### src/rtl/xor_share_pkg.sv
// ---------------------------------------------------------------------------
// xor_share_pkg
// Shared definitions for the bit-serial XOR scheduler.
//   N_REQ_DEF  : default number of requesters sharing the XOR cell
//   WIDTH_DEF  : default operand/result width in bits
//   IDX_W_DEF  : width of a requester index for the default N_REQ
//   state_e    : scheduler FSM states (IDLE, SHIFT, HOLD)
// ---------------------------------------------------------------------------
package xor_share_pkg;

   localparam int N_REQ_DEF = 4;
   localparam int WIDTH_DEF = 8;
   localparam int IDX_W_DEF = $clog2(N_REQ_DEF);

   typedef enum logic [1:0] {
      IDLE  = 2'd0,
      SHIFT = 2'd1,
      HOLD  = 2'd2
   } state_e;

endpackage

### src/rtl/xor_bit_cell.sv
// ---------------------------------------------------------------------------
// xor_bit_cell
// The single shared 1-bit XOR cell. Every result bit the scheduler produces
// passes through this one gate.
// Ports:
//   a : operand A bit
//   b : operand B bit
//   f : a XOR b
// ---------------------------------------------------------------------------
module xor_bit_cell (
   input  logic a,
   input  logic b,
   output logic f
);

   xor uXor (f, a, b);

endmodule

### src/rtl/xor_share_sched.sv
// ---------------------------------------------------------------------------
// xor_share_sched
// Round-robin scheduler that time-shares one 1-bit XOR cell between N_REQ
// requesters. A granted request is processed bit-serially, LSB first, one
// bit per cycle, and the result is then held until the consumer accepts it.
// Ports:
//   clk        : clock, rising edge
//   rst        : asynchronous active-high reset
//   req        : per-requester request level, held until gnt
//   req_a      : packed operand A, requester i in [i*WIDTH +: WIDTH]
//   req_b      : packed operand B, same packing as req_a
//   gnt        : one-hot accept pulse, one cycle per transaction
//   busy       : high whenever the FSM is not IDLE
//   res_valid  : result available (HOLD state)
//   res_data   : A XOR B of the served request
//   res_id     : index of the served requester
//   res_ready  : consumer accepts the result
// ---------------------------------------------------------------------------
module xor_share_sched
   import xor_share_pkg::*;
#(
   parameter int N_REQ = N_REQ_DEF,
   parameter int WIDTH = WIDTH_DEF
) (
   input  logic                       clk,
   input  logic                       rst,
   input  logic [N_REQ-1:0]           req,
   input  logic [N_REQ*WIDTH-1:0]     req_a,
   input  logic [N_REQ*WIDTH-1:0]     req_b,
   output logic [N_REQ-1:0]           gnt,
   output logic                       busy,
   output logic                       res_valid,
   output logic [WIDTH-1:0]           res_data,
   output logic [$clog2(N_REQ)-1:0]   res_id,
   input  logic                       res_ready
);

   localparam int IDX_W = $clog2(N_REQ);
   localparam int CNT_W = $clog2(WIDTH);

   state_e             state_q, state_d;
   logic [CNT_W-1:0]   cnt_q,   cnt_d;
   logic [WIDTH-1:0]   opA_q,   opA_d;
   logic [WIDTH-1:0]   opB_q,   opB_d;
   logic [WIDTH-1:0]   res_q,   res_d;
   logic [IDX_W-1:0]   id_q,    id_d;
   logic [IDX_W-1:0]   last_q,  last_d;

   logic               winFound;
   logic [IDX_W-1:0]   winIdx;
   logic               cellA;
   logic               cellB;
   logic               cellF;

   // The shared XOR cell always looks at the operand bit selected by the
   // bit counter; its output is only captured while in SHIFT.
   assign cellA = opA_q[cnt_q];
   assign cellB = opB_q[cnt_q];

   xor_bit_cell uCell (
      .a (cellA),
      .b (cellB),
      .f (cellF)
   );

   // Round-robin search: walk upward from the requester after the last
   // winner, wrapping around, and take the first one asking. Starting at
   // last+1 and ending at last itself gives every requester a turn before
   // anyone is served twice.
   always_comb begin
      logic [IDX_W-1:0] cand;
      winFound = 1'b0;
      winIdx   = '0;
      cand     = '0;
      for (int k = 1; k <= N_REQ; k++) begin
         cand = IDX_W'((int'(last_q) + k) % N_REQ);
         if (!winFound && req[cand]) begin
            winFound = 1'b1;
            winIdx   = cand;
         end
      end
   end

   // State register for the scheduler FSM.
   always_ff @(posedge clk or posedge rst) begin
      if (rst) begin
         state_q <= IDLE;
      end else begin
         state_q <= state_d;
      end
   end

   // Next-state and grant decode. The grant cycle is the IDLE cycle in which
   // a winner exists, so gnt is a decode of the registered state and can only
   // ever be one-hot for a single cycle. It is held low while reset is
   // asserted so a waiting request cannot be granted into a block that is
   // not going to accept it. Operands and the winner index are captured on
   // that same edge; requests arriving later simply wait in IDLE's next
   // search, and the pointer only moves when a grant is actually issued.
   always_comb begin
      state_d = state_q;
      cnt_d   = cnt_q;
      opA_d   = opA_q;
      opB_d   = opB_q;
      res_d   = res_q;
      id_d    = id_q;
      last_d  = last_q;
      gnt     = '0;
      unique case (state_q)
         IDLE: begin
            if (winFound && !rst) begin
               gnt[winIdx] = 1'b1;
               opA_d       = req_a[int'(winIdx)*WIDTH +: WIDTH];
               opB_d       = req_b[int'(winIdx)*WIDTH +: WIDTH];
               id_d        = winIdx;
               last_d      = winIdx;
               cnt_d       = '0;
               res_d       = '0;
               state_d     = SHIFT;
            end
         end
         SHIFT: begin
            res_d[cnt_q] = cellF;
            cnt_d        = cnt_q + CNT_W'(1);
            if (cnt_q == CNT_W'(WIDTH - 1)) begin
               cnt_d   = '0;
               state_d = HOLD;
            end
         end
         HOLD: begin
            if (res_ready) begin
               state_d = IDLE;
            end
         end
         default: begin
            state_d = IDLE;
         end
      endcase
   end

   // Datapath registers. Reset clears everything and parks the round-robin
   // pointer on the last requester so requester 0 is served first.
   always_ff @(posedge clk or posedge rst) begin
      if (rst) begin
         cnt_q  <= '0;
         opA_q  <= '0;
         opB_q  <= '0;
         res_q  <= '0;
         id_q   <= '0;
         last_q <= IDX_W'(N_REQ - 1);
      end else begin
         cnt_q  <= cnt_d;
         opA_q  <= opA_d;
         opB_q  <= opB_d;
         res_q  <= res_d;
         id_q   <= id_d;
         last_q <= last_d;
      end
   end

   // Status outputs are pure decodes of the registered state.
   assign busy      = (state_q != IDLE);
   assign res_valid = (state_q == HOLD);
   assign res_data  = res_q;
   assign res_id    = id_q;

endmodule

### config.mk
export PLATFORM = sky130hd
export DESIGN_NAME = xor_share_sched
export DESIGN_NICKNAME = d
export VERILOG_FILES = /design/src/rtl/xor_share_pkg.sv /design/src/rtl/xor_bit_cell.sv /design/src/rtl/xor_share_sched.sv
export SDC_FILE = /design/constraint.sdc
export NUM_CORES = 1
export LEC_CHECK = 0
export BUFFER_PORTS_ARGS = -buffer_cell sky130_fd_sc_hd__buf_2
export CORE_UTILIZATION = 45
export CTS_CLUSTER_DIAMETER = 120
export DETAILED_ROUTE_END_ITERATION = 7
export PLACE_DENSITY = 0.76
export SLEW_MARGIN = 20
export SYNTH_ARGS = -nofsm -noshare
export SYNTH_HDL_FRONTEND = slang
export SYNTH_SLANG_ARGS = --single-unit
### constraint.sdc
create_clock -name clk -period 2.14 [get_ports clk]
set_input_delay 0.428 -clock clk [delete_from_list [all_inputs] [get_ports clk]]
set_output_delay 0.428 -clock clk [all_outputs]
set_load 0.005 [all_outputs]
==> out/metrics.yaml <==
status:
  status: "finished, final reports clean"
floorplanning:
  num_rows: 24
  ios: 87
  initial_core_util: 0.4704
  core-area_um2: 4354
  fp.dieW_um: 69.47
  die_y_um: 69.47
  die_area_um2: 4825
synth:
  ys_warn_count: 0
  yosys.area_share.adder: 0.01222
  syn-cell-area_um2: 2048
  synthMuxAreaShare: 0.1222
  synth_top_family_by_area: "simple AND/OR/NAND/NOR gates"
  synth_xor_area_frac: 0.008552
  ys_ff_latch: 33
  synth_compound_area_frac: 0.2004
  seq_area_frac_synth: 0.4044
  synthSimpleGateAreaFrac: 0.2077
  syn_nets: 286
  syn_inst: 213
  synth_cell_types: 39
  syn_avg_cell_area_um2: 9.616
setup_path:
  cp_data_arrival_time_ns: 1.69
  worst-path-max-fanout: 3
  startpoint_type: "register"
  end_kind: "primary output"
  cp.required_ns: 1.71
  critPathKind: "reg -> out"
  r2r_cells: 7
timing:
  finalCritPeriodShare: 0.9910
  relSlewSlack: 0.6763
  skew_ns: 0.01079
  fin_crit_ns: 2.121
  drv_slew: 0
  rsz0062_at_grt: "true"
  hold_viol: 0
  max_freq_ghz: 0.4715
  setup_violations: 0
  layout_setup_ws_ns: 0.01930
  worst_slew_pin_slew_ns: 0.4811
  hold_slack_ns: 0.1961
clock_tree:
  cts.sinks: 33
  clk_latency_ns: 0.29
  cts_buffer_depth: 2
  htreeDepth: 2
  cts_root_buf: "clkbuf_8"
  cts_buffers: 5
  path_clk_slew_ns: 0.07
  cts_tree: "yes"
power:
  p_total_mw: 3.297
  p_per_area_nw_per_um2: 1189
  p_leak_nw: 1.370
  ir_worst_vdd_mv: 0.4860
detailed_routing:
  first_pass_iters: 4
  routed_wl_um: 5304
  vias_per_cell: 5.466
  num_vias: 1995
  wl_per_cell_um: 14.53
  drtAntennaViolNets: 0
  drtIter0Drc: 127
  drc: 0
placed_design:
  io_buffers: 86
  routabilityCongestion: 0.8371
  dp_slack_ns: 0.04253
  hpwl_um: 4076
final_layout:
  nNetsFinal: 385
  final_common_cell: "buf_2"
  final_cell_mix: "85 x buf_2, 31 x dfrtp_1, 23 x nor2_1"
  drive_above_1_share: 0.4185
  seq_area_um2: 828.3
  area_delta_synth_final_pct: 35.37
  n_fill_cell: 368
  num_antenna_cells: 0
  multi_input_area_um2: 1174
global_route:
  antenna_found_initial: 0
  grt_pass1_vias: 1982
  track_usage: 0.2293
  grt_pass1_wl_um: 8804
  grt_overflow: 0
  grt_start_max_net_pins: 23
hold_path:
  hp-class: "in -> async"
run:
  drv_cap: 0
layout make-up:
cell class,count,area share
sequential,33,0.2987
timing repair buffer,108,0.2216
tap,52,0.02347
clock buffer,8,0.02888
multi-input combinational,161,0.4233
inverter,3,0.004061
path summary, 6_finish.rpt:
| kind | startpoint | end | slack, ns |
|---|---|---|---|
| setup / recovery | state_q[1]$_DFFE_PP0P_ | gnt[1] | 0.02 |
| hold / removal | rst | state_q[0]$_DFFE_PP0P_ | 0.20 |
| setup reg to reg | last_q[1]$_DFFE_PP1P_ | opB_q[1]$_DFFE_PP0P_ | 0.23 |
| hold reg to reg | res_id[1]$_DFFE_PP0P_ | res_id[1]$_DFFE_PP0P_ | 0.50 |
| max in group asynchronous | rst | last_q[1]$_DFFE_PP1P_ | 1.69 |
| min in group clk | res_ready | state_q[1]$_DFFE_PP0P_ | 0.48 |
state kept, by name, indices dropped and copies added (netlist names):
register  cells
opA_q         8
opB_q         8
res_data      8
cnt_q         3
last_q        2
res_id        2
state_q       2
critical path: stages (launching register included):
cell and delay [ns]:
dfrtp_1 0.38, or2_4 0.26, or3_4 0.35, a21oi_4 0.16, and2_4 0.17, buf_6 0.08
kinds of logic (layout without fill, tap and decap cells):
family | count (synthesis) | after routing
buffers and inverters | 19 | 119
and+or+nand+nor | 83 | 83
DFF | 33 | 33
muxes | 20 | 20
AOI/OAI and AO/OA | 54 | 54
adders and majority gates | 2 | 2
xor gates and xnor gates | 2 | 2
stage by stage:
step,TNS [ns],area (um^2),utilization,instances
floorplan,0,2048,-,213
global placement,0,2589,0.5945,350
detailed placement,0,2589,0.5945,350
CTS,-0.01671,2748,0.6310,363
global route,-0.09580,2773,0.6368,365
finish,0,2773,0.6368,365
power breakdown:
group	leakage [nW]	switching [mW]	internal, mW	total, mW
registers	0.389	0.216	0.919	1.14
logic	0.942	0.867	0.846	1.71
clock network	0.0395	0.217	0.231	0.448
total	1.37	1.30	2.00	3.30
synthesized netlist by cell type (all sizes together):
cell type	number	share of area
nand2	12	0.022
nor4	1	0.0031
clkbuf	9	0.016
ha	2	0.012
nor2	23	0.042
inv	3	0.0055
mux2i	16	0.078
dfrtp	31	0.38
o21a	1	0.0037
and2	2	0.0061
a211oi	16	0.059
o31ai	1	0.0037
nand2b	2	0.0061
or3	1	0.0031
a221oi	16	0.068
nor2b	6	0.020
a22o	1	0.0043
buf	7	0.023
a31oi	1	0.0031
and3	17	0.052
xnor2	2	0.0086
a21boi	1	0.0037
o21ai	12	0.029
nand4	1	0.0031
a21oi	3	0.013
mux4	4	0.044
or2	1	0.0031
nor3	1	0.0049
nand3b	1	0.0037
nand3	15	0.039
o21bai	1	0.0092
dfstp	2	0.026
a21o	1	0.0037
metal layers:
layer / part of all wire / vias up / GRT usage / wire length [um]
met2: 0.53 / 77 / 0.4229 / 2806
met1: 0.41 / 917 / 0.2664 / 2193
met5: 0 / - / 0 / 0
li1: - / 997 / - / -
met3: 0.052 / 4 / 0.03779 / 274
met4: 0.0055 / 0 / 0.07937 / 29
what timing repair did:
| action | CTS | global route |
|---|---|---|
| pin swaps | 2 | 0 |
| endpoints found under the setup margin | 4 | 4 |
| gates resized for setup | 8 | 3 |
| hold buffers | 0 | 0 |
| setup buffers | 5 | 2 |
Power figures use the tool's default switching activity.
